[src/rtl/ip_tile_csr_bank.sv]
// Host-addressed CSR/data register bank in front of a user IP tile.
// Provides pulse and clear-on-read control/status fields, N data registers in each direction, and a maskable interrupt.
module ip_tile_csr_bank #(
    parameter int CSR_IN_WIDTH  = 16,
    parameter int CSR_OUT_WIDTH = 16,
    parameter int REG_WIDTH     = 32,
    parameter int N_DATA_IN     = 2,
    parameter int N_DATA_OUT    = 1,
    parameter int PULSE_BITS    = 4,
    parameter int COR_IN_BITS   = 4,
    parameter int COR_OUT_BITS  = 4,
    parameter int STICKY_COR    = 1
) (
    input  logic                             clk,
    input  logic                             arst_n,
    input  logic                             host_we,
    input  logic                             host_re,
    input  logic [3:0]                       host_addr,
    input  logic [REG_WIDTH-1:0]             host_wdata,
    output logic [REG_WIDTH-1:0]             host_rdata,
    output logic                             host_rvalid,
    output logic                             host_rerr,
    output logic [CSR_IN_WIDTH-1:0]          csr_in,
    input  logic                             csr_in_re,
    input  logic [CSR_OUT_WIDTH-1:0]         csr_out,
    input  logic                             csr_out_we,
    output logic [N_DATA_IN*REG_WIDTH-1:0]   data_in,
    input  logic [N_DATA_OUT*REG_WIDTH-1:0]  data_out,
    input  logic [N_DATA_OUT-1:0]            data_out_we,
    output logic                             irq
);

    localparam int DIN_W  = N_DATA_IN * REG_WIDTH;
    localparam int DOUT_W = N_DATA_OUT * REG_WIDTH;

    // A zero-width field yields an all-zero mask, so its clear logic folds away.
    localparam logic [CSR_IN_WIDTH-1:0] COR_IN_MASK =
        CSR_IN_WIDTH'((64'd1 << COR_IN_BITS) - 64'd1);
    localparam logic [CSR_IN_WIDTH-1:0] PULSE_MASK =
        CSR_IN_WIDTH'(((64'd1 << PULSE_BITS) - 64'd1) << (CSR_IN_WIDTH - PULSE_BITS));
    localparam logic [CSR_OUT_WIDTH-1:0] COR_OUT_MASK =
        CSR_OUT_WIDTH'((64'd1 << COR_OUT_BITS) - 64'd1);

    logic [CSR_IN_WIDTH-1:0]  csr_in_q, csr_in_d;
    logic [CSR_OUT_WIDTH-1:0] csr_out_q, csr_out_d;
    logic [CSR_OUT_WIDTH-1:0] irq_mask_q, irq_mask_d;
    logic [DIN_W-1:0]         data_in_q, data_in_d;
    logic [DOUT_W-1:0]        data_out_q, data_out_d;
    logic [REG_WIDTH-1:0]     host_rdata_q, host_rdata_d;
    logic                     host_rvalid_q, host_rvalid_d;
    logic                     host_rerr_q, host_rerr_d;
    logic                     irq_q, irq_d;

    logic [N_DATA_IN-1:0]     din_sel_s;
    logic [N_DATA_OUT-1:0]    dout_sel_s;
    logic                     wr_csr_in_s;
    logic                     rd_csr_out_s;
    logic [REG_WIDTH-1:0]     rd_data_s;
    logic                     rd_err_s;

    // Address decode shared by the write and read paths.
    always_comb begin
        wr_csr_in_s  = host_we && (host_addr == 4'd0);
        rd_csr_out_s = host_re && (host_addr == 4'd1);
        for (int i = 0; i < N_DATA_IN; i++) begin
            din_sel_s[i] = (host_addr == 4'(32'd4 + 32'(i)));
        end
        for (int j = 0; j < N_DATA_OUT; j++) begin
            dout_sel_s[j] = (host_addr == 4'(32'd8 + 32'(j)));
        end
    end

    // Control register: a host write loads everything, otherwise the pulse and tile-consumed fields decay.
    always_comb begin
        csr_in_d = csr_in_q;
        if (wr_csr_in_s) begin
            csr_in_d = host_wdata[CSR_IN_WIDTH-1:0];
        end else if (csr_in_re) begin
            csr_in_d = csr_in_q & ~COR_IN_MASK & ~PULSE_MASK;
        end else begin
            csr_in_d = csr_in_q & ~PULSE_MASK;
        end
    end

    // Status register: in sticky mode a same-cycle tile event survives the clearing read.
    always_comb begin
        csr_out_d = csr_out_q;
        if (STICKY_COR != 0) begin
            csr_out_d = ((csr_out_we ? csr_out : csr_out_q) & ~COR_OUT_MASK)
                      | ((rd_csr_out_s ? {CSR_OUT_WIDTH{1'b0}} : csr_out_q) & COR_OUT_MASK)
                      | ((csr_out_we ? csr_out : {CSR_OUT_WIDTH{1'b0}}) & COR_OUT_MASK);
        end else if (csr_out_we) begin
            csr_out_d = csr_out;
        end else if (rd_csr_out_s) begin
            csr_out_d = csr_out_q & ~COR_OUT_MASK;
        end else begin
            csr_out_d = csr_out_q;
        end
    end

    // Mask and data registers.
    always_comb begin
        if (host_we && (host_addr == 4'd2)) begin
            irq_mask_d = host_wdata[CSR_OUT_WIDTH-1:0];
        end else begin
            irq_mask_d = irq_mask_q;
        end
        for (int i = 0; i < N_DATA_IN; i++) begin
            data_in_d[i*REG_WIDTH +: REG_WIDTH] = (host_we && din_sel_s[i]) ?
                host_wdata : data_in_q[i*REG_WIDTH +: REG_WIDTH];
        end
        for (int j = 0; j < N_DATA_OUT; j++) begin
            data_out_d[j*REG_WIDTH +: REG_WIDTH] = data_out_we[j] ?
                data_out[j*REG_WIDTH +: REG_WIDTH] : data_out_q[j*REG_WIDTH +: REG_WIDTH];
        end
    end

    // Read mux over pre-edge register values; narrow registers zero-extend.
    always_comb begin
        rd_data_s = {REG_WIDTH{1'b0}};
        rd_err_s  = 1'b0;
        case (host_addr)
            4'd0: rd_data_s = REG_WIDTH'(csr_in_q);
            4'd1: rd_data_s = REG_WIDTH'(csr_out_q);
            4'd2: rd_data_s = REG_WIDTH'(irq_mask_q);
            default: begin
                for (int i = 0; i < N_DATA_IN; i++) begin
                    rd_data_s = rd_data_s |
                        ({REG_WIDTH{din_sel_s[i]}} & data_in_q[i*REG_WIDTH +: REG_WIDTH]);
                end
                for (int j = 0; j < N_DATA_OUT; j++) begin
                    rd_data_s = rd_data_s |
                        ({REG_WIDTH{dout_sel_s[j]}} & data_out_q[j*REG_WIDTH +: REG_WIDTH]);
                end
                rd_err_s = ~((|din_sel_s) | (|dout_sel_s));
            end
        endcase
    end

    // Registered host response and interrupt.
    always_comb begin
        host_rvalid_d = host_re;
        host_rdata_d  = host_re ? rd_data_s : {REG_WIDTH{1'b0}};
        host_rerr_d   = host_re & rd_err_s;
        irq_d         = |(csr_out_q & irq_mask_q);
    end

    // State registers with synchronous active-low reset.
    always_ff @(posedge clk) begin
        if (!arst_n) begin
            csr_in_q      <= {CSR_IN_WIDTH{1'b0}};
            csr_out_q     <= {CSR_OUT_WIDTH{1'b0}};
            irq_mask_q    <= {CSR_OUT_WIDTH{1'b0}};
            data_in_q     <= {DIN_W{1'b0}};
            data_out_q    <= {DOUT_W{1'b0}};
            host_rdata_q  <= {REG_WIDTH{1'b0}};
            host_rvalid_q <= 1'b0;
            host_rerr_q   <= 1'b0;
            irq_q         <= 1'b0;
        end else begin
            csr_in_q      <= csr_in_d;
            csr_out_q     <= csr_out_d;
            irq_mask_q    <= irq_mask_d;
            data_in_q     <= data_in_d;
            data_out_q    <= data_out_d;
            host_rdata_q  <= host_rdata_d;
            host_rvalid_q <= host_rvalid_d;
            host_rerr_q   <= host_rerr_d;
            irq_q         <= irq_d;
        end
    end

    assign csr_in      = csr_in_q;
    assign data_in     = data_in_q;
    assign host_rdata  = host_rdata_q;
    assign host_rvalid = host_rvalid_q;
    assign host_rerr   = host_rerr_q;
    assign irq         = irq_q;

endmodule

[config.mk]
export PLATFORM = sky130hd
export DESIGN_NAME = ip_tile_csr_bank
export DESIGN_NICKNAME = d
export VERILOG_FILES = /design/src/rtl/ip_tile_csr_bank.sv
export SDC_FILE = /design/constraint.sdc
export NUM_CORES = 1
export LEC_CHECK = 0
export CAP_MARGIN = 10
export CORE_UTILIZATION = 48
export CTS_CLUSTER_DIAMETER = 50
export DETAILED_ROUTE_END_ITERATION = 8
export HOLD_SLACK_MARGIN = 0.02
export PLACE_DENSITY = 0.8
export SYNTH_ARGS = -nofsm -noshare
export SYNTH_HDL_FRONTEND = slang
export SYNTH_SLANG_ARGS = --single-unit
[constraint.sdc]
create_clock -name clk -period 1.74 [get_ports clk]
set_clock_uncertainty 0.05 [all_clocks]
set_input_delay 0.348 -clock clk [delete_from_list [all_inputs] [get_ports clk]]
set_output_delay 0.348 -clock clk [all_outputs]
set_load 0.01 [all_outputs]
==> results of run 1 <==
-- kinds of logic (layout without fill, tap and decap cells) --
logic type             count (synthesis)  count (layout)
and+or+nand+nor                      275             275
DFF                                  179             179
buffers and inverters                 62             282
AOI/OAI and AO/OA                    171             171
muxes                                 92              92
-- how the worst min path moves through the flow --
stage / from / end / slack, ns / cells past startpoint
finish: arst_n / host_rvalid$_SDFF_PN0_ / 0.34 / 3
global route: arst_n / host_rvalid$_SDFF_PN0_ / 0.34 / 3
CTS: arst_n / host_rvalid$_SDFF_PN0_ / 0.33 / 3
detailed placement: data_out_q[16]$_SDFFE_PN0P_ / host_rdata[16]$_SDFF_PN0_ / 0.40 / 2
global placement: data_out_q[17]$_SDFFE_PN0P_ / host_rdata[17]$_SDFF_PN0_ / 0.39 / 2
floorplan: data_out_q[16]$_SDFFE_PN0P_ / host_rdata[16]$_SDFF_PN0_ / 0.38 / 2
-- synthesized netlist by cell type (all sizes together), types with 3 or more instances --
| cell | instances |
|---|---|
| nor2 | 18 |
| buf | 36 |
| dfxtp | 179 |
| mux2i | 76 |
| nand2 | 170 |
| and2 | 3 |
| a21oi | 32 |
| nand3b | 4 |
| mux2 | 16 |
| nand3 | 5 |
| clkbuf | 26 |
| o22ai | 17 |
| and3 | 5 |
| nor2b | 65 |
| a21boi | 77 |
| a22oi | 40 |
-- per-layer routing --
layer | vias up | wire, um | part of all wire (%)
li1 | 3077 | - | -
met1 | 3026 | 10100 | 45
met2 | 300 | 9870 | 44
met3 | 49 | 1600 | 7.2
met4 | 0 | 683 | 3.1
met5 | - | 0 | 0
-- cell usage in the layout (no fill, tap or decap), types with 2 or more instances in the layout --
cell and count:
sky130_fd_sc_hd__and3_1 5, sky130_fd_sc_hd__buf_12 12, sky130_fd_sc_hd__mux2i_1 76, sky130_fd_sc_hd__and2_1 3, sky130_fd_sc_hd__a221oi_1 2, sky130_fd_sc_hd__nor2_1 18, sky130_fd_sc_hd__clkinvlp_4 2, sky130_fd_sc_hd__dlygate4sd2_1 76
sky130_fd_sc_hd__nor4b_4 2, sky130_fd_sc_hd__nand2_1 170, sky130_fd_sc_hd__buf_4 34, sky130_fd_sc_hd__clkbuf_16 17, sky130_fd_sc_hd__clkbuf_8 5, sky130_fd_sc_hd__mux2_2 16, sky130_fd_sc_hd__nand3_1 5, sky130_fd_sc_hd__bufinv_16 2
sky130_fd_sc_hd__a21boi_0 30, sky130_fd_sc_hd__a22o_1 2, sky130_fd_sc_hd__clkinv_2 3, sky130_fd_sc_hd__a21oi_1 32, sky130_fd_sc_hd__nand3b_1 4, sky130_fd_sc_hd__o22ai_1 17, sky130_fd_sc_hd__clkdlybuf4s50_1 113, sky130_fd_sc_hd__a22oi_1 40
sky130_fd_sc_hd__dfxtp_1 178, sky130_fd_sc_hd__a21boi_1 47, sky130_fd_sc_hd__nor2b_1 65, sky130_fd_sc_hd__dlymetal6s2s_1 14
-- flip-flops by register name, summed over array words and instances (netlist names), named ones only --
signal / count
host_rvalid: 1
csr_in: 16
host_rerr: 1
host_rdata: 32
csr_out_q: 4
irq_mask_q: 16
data_out_q: 32
irq: 1
data_in: 64
-- repair_timing --
item                       CTS  global route
setup endpoints to repair   76            26
gates resized for setup     77            15
setup buffers                0             0
pin swaps                    0             1
-- area by class of cell --
| cell class | count | area [um^2] |
|---|---|---|
| clock buffer | 23 | 498 |
| clock inverter | 8 | 98.8 |
| fill | 1148 | 4380 |
| multi-input combinational | 538 | 3430 |
| sequential | 179 | 3580 |
| tap | 184 | 230 |
| timing repair buffer | 251 | 2480 |
-- worst reg2reg max path, stage by stage, from the launching register on --
cell	delay (ns)
sky130_fd_sc_hd__dfxtp_1	0.37
sky130_fd_sc_hd__a22o_1	0.22
sky130_fd_sc_hd__a221oi_1	0.20
sky130_fd_sc_hd__nand3_1	0.18
sky130_fd_sc_hd__o21a_1	0.21
-- power breakdown --
| part | internal, mW | total, mW | switching (mW) | leakage, nW |
|---|---|---|---|---|
| clock network | 2.30 | 3.87 | 1.57 | 0.291 |
| logic | 0.448 | 0.804 | 0.356 | 2.76 |
| registers | 4.20 | 4.27 | 0.0767 | 1.45 |
-- through the flow --
stage	area, um^2	util, %
floorplan	7330	-
global placement	9780	66.5
detailed placement	9780	66.5
CTS	10300	70.0
global route	10300	70.2
finish	10300	70.2
==> summary.md, run 1 <==
The run finished, with violations left. The final reports fail on design-rule violations. The most congested layer reported by global routing was met2.

Combinational family with the most area after synthesis: simple AND/OR/NAND/NOR gates. At the end of routability-driven placement, the weighted congestion stood at 0.933. The detailed-placement wirelength estimate came out at 15800 um. Cells with a size suffix above 1 make up 9.81% of the layout. The die covers 0.0158 mm^2. The buffer and inverter count on the worst path was 1.

CTS saw 179 sinks. Summing internal, switching and leakage power gives 8.95 mW. The critical path depth in cells works out to 1. The number of enable flip-flop cells after synthesis works out to 0. For this design, the slowest cell found on the critical path is sky130_fd_sc_hd__clkdlybuf4s50_1. Wire length per cell: 18.8 um.

The normalized max-slew margin was 74.7%. Number of hold violations in the final report: 0. The clock slew at the register clock pins of the worst setup and hold paths was 0.06 ns; the via count of the first global-routing pass was 6064. The tools report the remaining antenna violation count after routing as 0.

The Yosys step of the flow raised 0 warnings. The number of top-level pins was 206; the height of the die was 126 um. In this run the critical register-to-register path is launched from irq_mask_q[4]$_SDFFE_PN0P_. The clock insertion delay at the later pin of the skew report was 0.43 ns.

The critical path endpoint is host_rdata[7]. The tool flagged a number of max-cap violations equal to 0. The number of DRC markers in iteration 0 was 624; the first-pass GRT wire length was 34100 um.

For this run, design rule violations remaining after detail routing come to 12. The critical path data arrival time is 1.32 ns. The tightest min-delay check is of the in2reg type. Complex-gate fraction of the synthesized area: 16.2%. The fraction of the mapped netlist area in adder cells came out at 0%.

The final layout contains 1078 nets. At the worst endpoint, the required time is 1.34 ns. The leakage power figure is 4.50 nW, and the final hold slack is 0.341 ns. For met2 alone, demand over resource in global routing was 42.3%. The worst setup path is of the reg2out kind. Setup total negative slack on the finished layout was measured at 0 ns. The tree is rooted in a sky130_fd_sc_hd__clkbuf_16. The number of placed instances, taps included, is 1152. Counting the buffers created by CTS gives 17.

After synthesis the netlist holds a flip-flop and latch count of 179. After synthesis, the netlist uses 28 different library cells. The signal on the critical path passes through clkdlybuf4s50_1.

For the pin with the worst max-slew slack, the measured transition is 0.380 ns. The repair_antennas step left the layout with diodes totalling 0. Setup violations remaining at the end of the flow were counted as 0. Ranked by total cell area, the synthesized netlist is headed by sky130_fd_sc_hd__dfxtp_1 49%, sky130_fd_sc_hd__mux2i_1 10%, sky130_fd_sc_hd__nand2_1 8.7%, sky130_fd_sc_hd__nor2b_1 5.5%, sky130_fd_sc_hd__a21boi_1 4.8%.

The worst setup path is launched from a flip-flop. The number of cells on the worst reg-to-reg path is 4. The core footprint came out at 0.0147 mm^2. After synthesis, the share of cell area in mux cells is 12.8%.

The via count normalized by instance count works out to 5.45. The top cell family by delay on the critical path was buffers and inverters. The critical path capture point type was an output pin. The delay of the slowest cell on the worst path was 0.54 ns. Relative to the synthesized area, the layout overhead comes to 40.8%.

The tools report the net count after synthesis as 870. In the synthesized netlist the dominant register cell turns out to be sky130_fd_sc_hd__dfxtp_1. Entering global routing, the biggest net connects 76 pins.

Dividing total power by cell area gives a power density of 867 mW/mm^2. The horizontal die dimension is 126 um. The top cell type by area accounts for 48.9% of the synthesized area. The fraction of the mapped netlist area in simple logic gates was 17.7%. The detailed router placed 6452 vias in this run. The starting utilization of the core area is 49.9%, and the setup slack of the critical path after layout is 0.0267 ns.

The sequential cell area fraction in the yosys report was 48.9%; the number of pins with negative max-slew slack in the final report was 0. The final cell count without fillers is 1183. The total routing resource utilization after global routing is 28.4%, and the synthesized netlist cell count is 779.

The run gives 0 as the initial antenna violation count. In this run the register-to-register setup slack is 0.40 ns. The met3 demand-to-capacity share in global routing was 6.12%; the cell row count was 44. Before CTS, the worst setup slack after placement is -0.386 ns. Global routing finished with a remaining overflow of 0. In this run, post-CTS hold repair placed 0 buffers. CTS built an H-tree with a depth of 4.

In the synthesized netlist the async set-or-reset flop fraction comes to 0%. The tools report the terminus of the critical flop-to-flop path as irq$_SDFF_PN0_. The number of buffers added on ports came out at 205. The tools report the largest vdd supply drop as 0.000682 V. Setup repair after global routing could not meet its margin everywhere.

The average cell area after synthesis is 9.41 um^2, and the final critical path time including I/O delays and setup is 1.71 ns. TritonCTS built the clock tree. The longest clock path from root to sink contains 2 buffers. The met1 usage came out at 39.2%.

The routed design has 22200 um of wire. The tools report the cell area after synthesis as 0.00733 mm^2. The tools report the worst setup path startpoint as host_rdata[7]$_SDFF_PN0_.

Summed over all instances, the cell type with the most area after synthesis is sky130_fd_sc_hd__dfxtp_1. The pre-antenna-repair detailed-routing pass consisted of 9 iterations. The top fanout value on the critical path was 1.

The share of the clock period used by the worst path after layout was 98.5%. The share of the synthesized netlist area taken by xor and xnor gates was 0%; the achievable clock frequency was 584 MHz.
Power figures use the tool's default switching activity.
==> run 2, diff against run 1 <==
Settings changed: SLEW_MARGIN set to 0.
==> results of run 2 <==
The final DEF is identical to that of run 1; final timing and power are the same.
